<file path="src/rtl/reg_wb_buffer_if.sv">
// Writeback buffer bus: WB-stage request, register-file write port, ID-stage bypass lookup.
// slave is the buffer, master is whoever drives requests and looks up pending writes.
interface reg_wb_buffer_if #(
  parameter int WORD  = 64,
  parameter int DEPTH = 4
);
  logic                       wb_valid;
  logic [4:0]                 wb_reg;
  logic [WORD-1:0]            wb_data;
  logic                       wb_ready;
  logic                       drain_en;
  logic [4:0]                 w_reg;
  logic [WORD-1:0]            w_data;
  logic                       RegWrite;
  logic [4:0]                 fwd_reg1;
  logic [4:0]                 fwd_reg2;
  logic                       fwd_hit1;
  logic [WORD-1:0]            fwd_data1;
  logic                       fwd_hit2;
  logic [WORD-1:0]            fwd_data2;
  logic [$clog2(DEPTH):0]     count;

  modport slave (
    input  wb_valid, wb_reg, wb_data, drain_en, fwd_reg1, fwd_reg2,
    output wb_ready, w_reg, w_data, RegWrite, fwd_hit1, fwd_data1, fwd_hit2, fwd_data2, count
  );

  modport master (
    output wb_valid, wb_reg, wb_data, drain_en, fwd_reg1, fwd_reg2,
    input  wb_ready, w_reg, w_data, RegWrite, fwd_hit1, fwd_data1, fwd_hit2, fwd_data2, count
  );
endinterface

</file>
<file path="src/rtl/reg_wb_buffer.sv">
// In-order writeback FIFO feeding the register-file write port through a registered stage,
// with a youngest-match bypass lookup for two ID read ports.
module reg_wb_fwd #(
  parameter int WORD  = 64,
  parameter int DEPTH = 4
) (
  input  logic [4:0]                  rd_reg,
  input  logic [DEPTH-1:0]            ord_vld,
  input  logic [DEPTH-1:0][4:0]       ord_reg,
  input  logic [DEPTH-1:0][WORD-1:0]  ord_data,
  input  logic                        out_vld,
  input  logic [4:0]                  out_reg,
  input  logic [WORD-1:0]             out_data,
  output logic                        hit,
  output logic [WORD-1:0]             data
);
  // Candidates are visited oldest first, so the last match wins (youngest).
  always_comb begin
    hit  = 1'b0;
    data = '0;
    if (rd_reg != 5'd31) begin
      if (out_vld && out_reg == rd_reg) begin
        hit  = 1'b1;
        data = out_data;
      end
      for (int k = 0; k < DEPTH; k++) begin
        if (ord_vld[k] && ord_reg[k] == rd_reg) begin
          hit  = 1'b1;
          data = ord_data[k];
        end
      end
    end
  end
endmodule

module reg_wb_buffer #(
  parameter int WORD  = 64,
  parameter int DEPTH = 4
) (
  input  logic           clk,
  input  logic           rst,
  reg_wb_buffer_if.slave bus
);
  localparam int AW = $clog2(DEPTH);
  localparam int CW = AW + 1;

  typedef struct packed {
    logic [4:0]      r;
    logic [WORD-1:0] d;
  } req_t;

  req_t              mem [DEPTH];
  logic [AW-1:0]     head, tail;
  logic [CW-1:0]     cnt;
  logic              push, pop;
  logic              wen;
  logic [4:0]        wreg;
  logic [WORD-1:0]   wdata;

  // Ready is a pure function of occupancy; a same-edge pop never frees a slot for refill.
  assign bus.wb_ready = (cnt != CW'(DEPTH));
  assign push         = bus.wb_valid && bus.wb_ready && (bus.wb_reg != 5'd31);
  assign pop          = bus.drain_en && (cnt != '0);

  always_ff @(posedge clk or posedge rst) begin
    if (rst) begin
      head  <= '0;
      tail  <= '0;
      cnt   <= '0;
      wen   <= 1'b0;
      wreg  <= '0;
      wdata <= '0;
    end else begin
      if (push) tail <= tail + 1'b1;
      if (pop)  head <= head + 1'b1;
      if (push && !pop)      cnt <= cnt + 1'b1;
      else if (pop && !push) cnt <= cnt - 1'b1;
      if (pop) begin
        wreg  <= mem[head].r;
        wdata <= mem[head].d;
        wen   <= 1'b1;
      end else begin
        wen   <= 1'b0;
      end
    end
  end

  always_ff @(posedge clk) begin
    if (push) mem[tail] <= '{r: bus.wb_reg, d: bus.wb_data};
  end

  assign bus.w_reg    = wreg;
  assign bus.w_data   = wdata;
  assign bus.RegWrite = wen;
  assign bus.count    = cnt;

  // FIFO contents re-ordered by age: index 0 is the head (oldest).
  logic [DEPTH-1:0]            ord_vld;
  logic [DEPTH-1:0][4:0]       ord_reg;
  logic [DEPTH-1:0][WORD-1:0]  ord_data;

  always_comb begin
    ord_vld  = '0;
    ord_reg  = '0;
    ord_data = '0;
    for (int k = 0; k < DEPTH; k++) begin
      ord_vld[k]  = CW'(k) < cnt;
      ord_reg[k]  = mem[head + AW'(k)].r;
      ord_data[k] = mem[head + AW'(k)].d;
    end
  end

  logic [1:0][4:0]       rd_reg;
  logic [1:0]            hit;
  logic [1:0][WORD-1:0]  hdat;

  assign rd_reg = {bus.fwd_reg2, bus.fwd_reg1};

  for (genvar g = 0; g < 2; g++) begin : g_fwd
    reg_wb_fwd #(.WORD(WORD), .DEPTH(DEPTH)) u_fwd (
      .rd_reg   (rd_reg[g]),
      .ord_vld  (ord_vld),
      .ord_reg  (ord_reg),
      .ord_data (ord_data),
      .out_vld  (wen),
      .out_reg  (wreg),
      .out_data (wdata),
      .hit      (hit[g]),
      .data     (hdat[g])
    );
  end

  assign bus.fwd_hit1  = hit[0];
  assign bus.fwd_data1 = hdat[0];
  assign bus.fwd_hit2  = hit[1];
  assign bus.fwd_data2 = hdat[1];
endmodule

</file>
<file path="src/flat_wrapper.sv">
// flat-port wrapper written by rule: the top's interface ports become plain ports
module reg_wb_buffer_flat 
#(
  parameter int WORD  = 64,
  parameter int DEPTH = 4
)
  (clk, rst, bus_wb_valid, bus_wb_reg, bus_wb_data, bus_drain_en, bus_fwd_reg1, bus_fwd_reg2, bus_wb_ready, bus_w_reg, bus_w_data, bus_RegWrite, bus_fwd_hit1, bus_fwd_data1, bus_fwd_hit2, bus_fwd_data2, bus_count);
  reg_wb_buffer_if #(.WORD(WORD), .DEPTH(DEPTH)) bus_i ();
  input  logic clk;
  input  logic rst;
  input wire logic [$bits(bus_i.wb_valid)-1:0] bus_wb_valid;
  input wire logic [$bits(bus_i.wb_reg)-1:0] bus_wb_reg;
  input wire logic [$bits(bus_i.wb_data)-1:0] bus_wb_data;
  input wire logic [$bits(bus_i.drain_en)-1:0] bus_drain_en;
  input wire logic [$bits(bus_i.fwd_reg1)-1:0] bus_fwd_reg1;
  input wire logic [$bits(bus_i.fwd_reg2)-1:0] bus_fwd_reg2;
  output wire logic [$bits(bus_i.wb_ready)-1:0] bus_wb_ready;
  output wire logic [$bits(bus_i.w_reg)-1:0] bus_w_reg;
  output wire logic [$bits(bus_i.w_data)-1:0] bus_w_data;
  output wire logic [$bits(bus_i.RegWrite)-1:0] bus_RegWrite;
  output wire logic [$bits(bus_i.fwd_hit1)-1:0] bus_fwd_hit1;
  output wire logic [$bits(bus_i.fwd_data1)-1:0] bus_fwd_data1;
  output wire logic [$bits(bus_i.fwd_hit2)-1:0] bus_fwd_hit2;
  output wire logic [$bits(bus_i.fwd_data2)-1:0] bus_fwd_data2;
  output wire logic [$bits(bus_i.count)-1:0] bus_count;
  assign bus_i.wb_valid = bus_wb_valid;
  assign bus_i.wb_reg = bus_wb_reg;
  assign bus_i.wb_data = bus_wb_data;
  assign bus_i.drain_en = bus_drain_en;
  assign bus_i.fwd_reg1 = bus_fwd_reg1;
  assign bus_i.fwd_reg2 = bus_fwd_reg2;
  assign bus_wb_ready = bus_i.wb_ready;
  assign bus_w_reg = bus_i.w_reg;
  assign bus_w_data = bus_i.w_data;
  assign bus_RegWrite = bus_i.RegWrite;
  assign bus_fwd_hit1 = bus_i.fwd_hit1;
  assign bus_fwd_data1 = bus_i.fwd_data1;
  assign bus_fwd_hit2 = bus_i.fwd_hit2;
  assign bus_fwd_data2 = bus_i.fwd_data2;
  assign bus_count = bus_i.count;
  reg_wb_buffer #(.WORD(WORD), .DEPTH(DEPTH)) u_core (.clk(clk), .rst(rst), .bus(bus_i));
endmodule
</file>
<file path="config.mk">
export PLATFORM = sky130hd
export DESIGN_NAME = reg_wb_buffer_flat
export DESIGN_NICKNAME = d
export VERILOG_FILES = /design/src/rtl/reg_wb_buffer_if.sv /design/src/rtl/reg_wb_buffer.sv /design/src/flat_wrapper.sv
export SDC_FILE = /design/constraint.sdc
export NUM_CORES = 1
export LEC_CHECK = 0
export BUFFER_PORTS_ARGS = -buffer_cell sky130_fd_sc_hd__buf_2
export CAP_MARGIN = 0
export CORE_ASPECT_RATIO = 1.2
export CORE_UTILIZATION = 44
export CTS_CLUSTER_DIAMETER = 100
export DETAILED_ROUTE_END_ITERATION = 10
export PLACE_DENSITY = 0.78
export SETUP_SLACK_MARGIN = 0.15
export SLEW_MARGIN = 10
export SYNTH_ARGS = -nofsm -noshare
export SYNTH_HDL_FRONTEND = slang
export SYNTH_SLANG_ARGS = --single-unit
</file>
<file path="constraint.sdc">
create_clock -name clk -period 3.25 [get_ports clk]
set_input_delay 0.65 -clock clk [delete_from_list [all_inputs] [get_ports clk]]
set_output_delay 0.65 -clock clk [all_outputs]
set_load 0.02 [all_outputs]
</file>
==> impl_metrics.sql <==
INSERT INTO impl_metrics (metric_group, metric, value, unit) VALUES
('critical_path', 'rr_startpoint', 'u_core.head[0]', ''),
('cells_and_area', 'final.fill_count', '3810', ''),
('die', 'fp.coreArea', '52800', 'µm²'),
('status', 'outcome', 'complete, but fails checks', ''),
('critical_path', 'timing.critical_path.from', 'u_core.head[0]', ''),
('detailed_routing', 'wl_per_cell', '29.4', 'µm'),
('synth', 'syn_nets', '1948', ''),
('synth', 'synth_cells', '1856', ''),
('cells_and_area', 'layout_common_cells', 'sky130_fd_sc_hd__edfxtp_1, sky130_fd_sc_hd__buf_4, sky130_fd_sc_hd__nand2_1, sky130_fd_sc_hd__buf_2, sky130_fd_sc_hd__mux2i_1', ''),
('clocking', 'clock_tree.root_cell', 'sky130_fd_sc_hd__clkbuf_16', ''),
('critical_path', 'timing.critical_path.to', 'bus_fwd_data1[2]', ''),
('sta', 'final-setup-viol-count', '130', ''),
('synth', 'postSynthAreaPerCell', '12.8', 'µm²'),
('detailed_routing', 'drc', '0', ''),
('detailed_routing', 'drt_first_iter_violations', '2597', ''),
('critical_path', 'data_required_critical_path', '2.60', 'ns'),
('synth', 'synthesized_area_fraction_occupied_by_ao_oa_aoi_and_oai_cells', '16.9', '%'),
('pwr', 'power.share.switching', '44.9', '%'),
('detailed_routing', 'drt_wl_total', '89200', 'µm'),
('synth', 'fraction_of_the_yosys_area_taken_by_sequential_cells', '43.2', '%'),
('cells_and_area', 'multi_input_gate_area_in_the_final_layout', '14200', 'µm²'),
('cells_and_area', 'flip_flop_count_of_the_largest_register_all_copies_and_words_added', '276', ''),
('critical_path', 'critPathArrivalTime', '3.67', 'ns'),
('global_routing', 'gr_ovfl_total', '0', ''),
('sta', 'max-slew-margin-rel', '41.2', '%'),
('place', 'number_of_buffers_inserted_by_port_buffering', '286', ''),
('die', 'floorplan.rows', '92', ''),
('clocking', 'tritoncts.num_buffers', '41', ''),
('clocking', 'hold_buffers', '0', ''),
('global_routing', 'first_pass_grt_wire_length', '122000', 'µm'),
('pwr', 'power_density', '1010', 'nW/µm²'),
('critical_path', 'start_kind', 'register', ''),
('sta', 'layout_setup_ws', '-1.07', 'ns'),
('synth', 'dominantRegCellSynth', 'sky130_fd_sc_hd__edfxtp_1', ''),
('status', 'violated_checks', 'negative setup slack', ''),
('cells_and_area', 'layout_cell_share_with_drive_strength_beyond_1', '52.8', '%'),
('die', 'ios', '287', ''),
('detailed_routing', 'route.vias.total', '20829', ''),
('global_routing', 'antenna_found_initial', '17', ''),
('critical_path', 'setup.worst_path.class', 'register to primary output', ''),
('cells_and_area', 'layout_commonest_cell', 'sky130_fd_sc_hd__edfxtp_1', ''),
('synth', 'post-synth-top-area-fraction', '35.0', '%'),
('sta', 'finClkSkew', '0.0269', 'ns'),
('synth', 'synth_area', '23700', 'µm²'),
('synth', 'synth_simple_gate_area_share', '7.35', '%'),
('synth', 'synthTopCellsByArea', 'sky130_fd_sc_hd__edfxtp_1, sky130_fd_sc_hd__mux4_2, sky130_fd_sc_hd__dfrtp_1, sky130_fd_sc_hd__mux2i_1, sky130_fd_sc_hd__a32oi_1', ''),
('pwr', 'leakage', '0.0122', 'µW'),
('pwr', 'power.internal', '18100', 'µW'),
('synth', 'most_area_hungry_cell_type_in_the_yosys_netlist', 'sky130_fd_sc_hd__edfxtp_1', ''),
('die', 'start_util', '44.8', '%'),
('synth', 'synthArstFlopShare', '21.8', '%'),
('clocking', 'clock_tree_from_tritoncts', 'built', ''),
('sta', 'final_min_period_over_clock_period', '133', '%'),
('die', 'die-area', '54700', 'µm²'),
('clocking', 'clk_latency', '0.58', 'ns'),
('cells_and_area', 'ff_latch_area', '10200', 'µm²'),
('critical_path', 'regToRegEndpoint', 'u_core.bus.w_data[21]', ''),
('critical_path', 'setup.reg_to_reg.worst_slack', '0.84', 'ns'),
('detailed_routing', 'antenna_left', '0', ''),
('sta', 'fin_setup_tns', '-102.56', 'ns'),
('detailed_routing', 'post_drt_via_cell_ratio', '6.87', ''),
('die', 'die_y', '256', 'µm'),
('die', 'die_w', '214', 'µm'),
('job', 'max_capacitance_violation_total', '0', ''),
('critical_path', 'element_type_at_the_critical_path_end', 'primary output', ''),
('sta', 'rsz0062_at_grt', 'yes', ''),
('synth', 'yosys_register_bits', '353', ''),
('pwr', 'share_comb_of_total_power', '62.3', '%'),
('sta', 'slew_viol_final', '0', ''),
('synth', 'synth_enable_flop_cells', '276', ''),
('clocking', 'cts.path.max_buffers', '3', '');
-- power groups by stage --
| stage | registers (µW) | logic, µW | clock network, µW |
|---|---|---|---|
| 2_1_floorplan | 7530 | 11700 | 0 |
| 3_3_place_gp | 7130 | 17400 | 0 |
| 3_5_place_dp | 7250 | 17800 | 0 |
| 4_1_cts | 7170 | 18700 | 5100 |
| 5_1_grt | 7400 | 21400 | 5270 |
| 6_report | 7300 | 20400 | 5070 |
-- critical path, stage by stage, from the launching register on --
cell and delay, ns:
sky130_fd_sc_hd__dfrtp_4 0.48, sky130_fd_sc_hd__mux4_2 0.61, sky130_fd_sc_hd__xor2_2 0.18, sky130_fd_sc_hd__nor4_2 0.28, sky130_fd_sc_hd__buf_4 0.17, sky130_fd_sc_hd__and2_4 0.24
sky130_fd_sc_hd__buf_12 0.18, sky130_fd_sc_hd__a221oi_1 0.11, sky130_fd_sc_hd__o31ai_2 0.57, sky130_fd_sc_hd__buf_4 0.26
-- area by class of cell --
class | instances | share of cell area (%)
Multi-Input combinational cell | 1299 | 43.7
Sequential cell | 353 | 31.6
Timing Repair Buffer | 581 | 17.3
Clock buffer | 44 | 3.27
Tap cell | 705 | 2.72
Clock inverter | 31 | 1.25
Inverter | 8 | 0.116
Antenna cell | 11 | 0.0850
-- cells by family after synthesis --
family,after synthesis
simple gates,410
xor+xnor,56
compound gates,430
buf+inv,205
fa+ha+maj,9
mux,393
flops,353
-- synth_stat cells, types with 49 or more instances --
cell,count
sky130_fd_sc_hd__buf_2,55
sky130_fd_sc_hd__clkbuf_1,93
sky130_fd_sc_hd__edfxtp_1,276
sky130_fd_sc_hd__nor2_1,168
sky130_fd_sc_hd__a32oi_1,128
sky130_fd_sc_hd__dfrtp_1,77
sky130_fd_sc_hd__a221oi_1,79
sky130_fd_sc_hd__mux2_2,86
sky130_fd_sc_hd__a221oi_2,49
sky130_fd_sc_hd__o31ai_2,49
sky130_fd_sc_hd__o31ai_1,79
sky130_fd_sc_hd__nand2_1,183
sky130_fd_sc_hd__mux2i_1,155
sky130_fd_sc_hd__mux4_2,152
-- worst min path at each step --
stage / endpoint / slack [ns] / depth (start not counted)
4_1_cts: u_core.bus.w_data[43] / 0.25 / 2
2_1_floorplan: u_core.tail[1] / 0.58 / 2
3_5_place_dp: u_core.bus.w_data[1] / 0.55 / 1
6_report: u_core.bus.w_data[43] / 0.22 / 2
3_3_place_gp: u_core.bus.w_data[62] / 0.54 / 1
5_1_grt: u_core.mem[0][29] / 0.27 / 1
-- layer usage --
layer	GRT usage (%)	wire, µm
met4	18.7	5770
met1	35.0	30700
met3	5.52	8880
met5	0	81
met2	48.9	43800
-- through the flow --
| step | power [µW] | util [%] | setup WS [ns] | cells | instance area (µm²) |
|---|---|---|---|---|---|
| final | 32800 | 61.3 | -1.07 | 3032 | 32400 |
| after global routing | 34000 | 61.3 | -1.17 | 3029 | 32400 |
| after CTS | 30900 | 57.9 | -0.870 | 2968 | 30600 |
| after detailed placement | 25000 | 53.6 | -0.294 | 2868 | 28300 |
| after global placement | 24500 | 53.6 | -0.264 | 2868 | 28300 |
| after floorplan | 19300 | - | 0.0216 | 1856 | 24500 |
-- timing repair --
action | 4_1_cts | 5_1_grt
buffers inserted | 21 | 32
gates resized for setup | 158 | 183
pin swaps | 11 | 20
cloned | 4 | 21
setup endpoints to repair | 130 | 130
(Power assumes the default switching activity.)
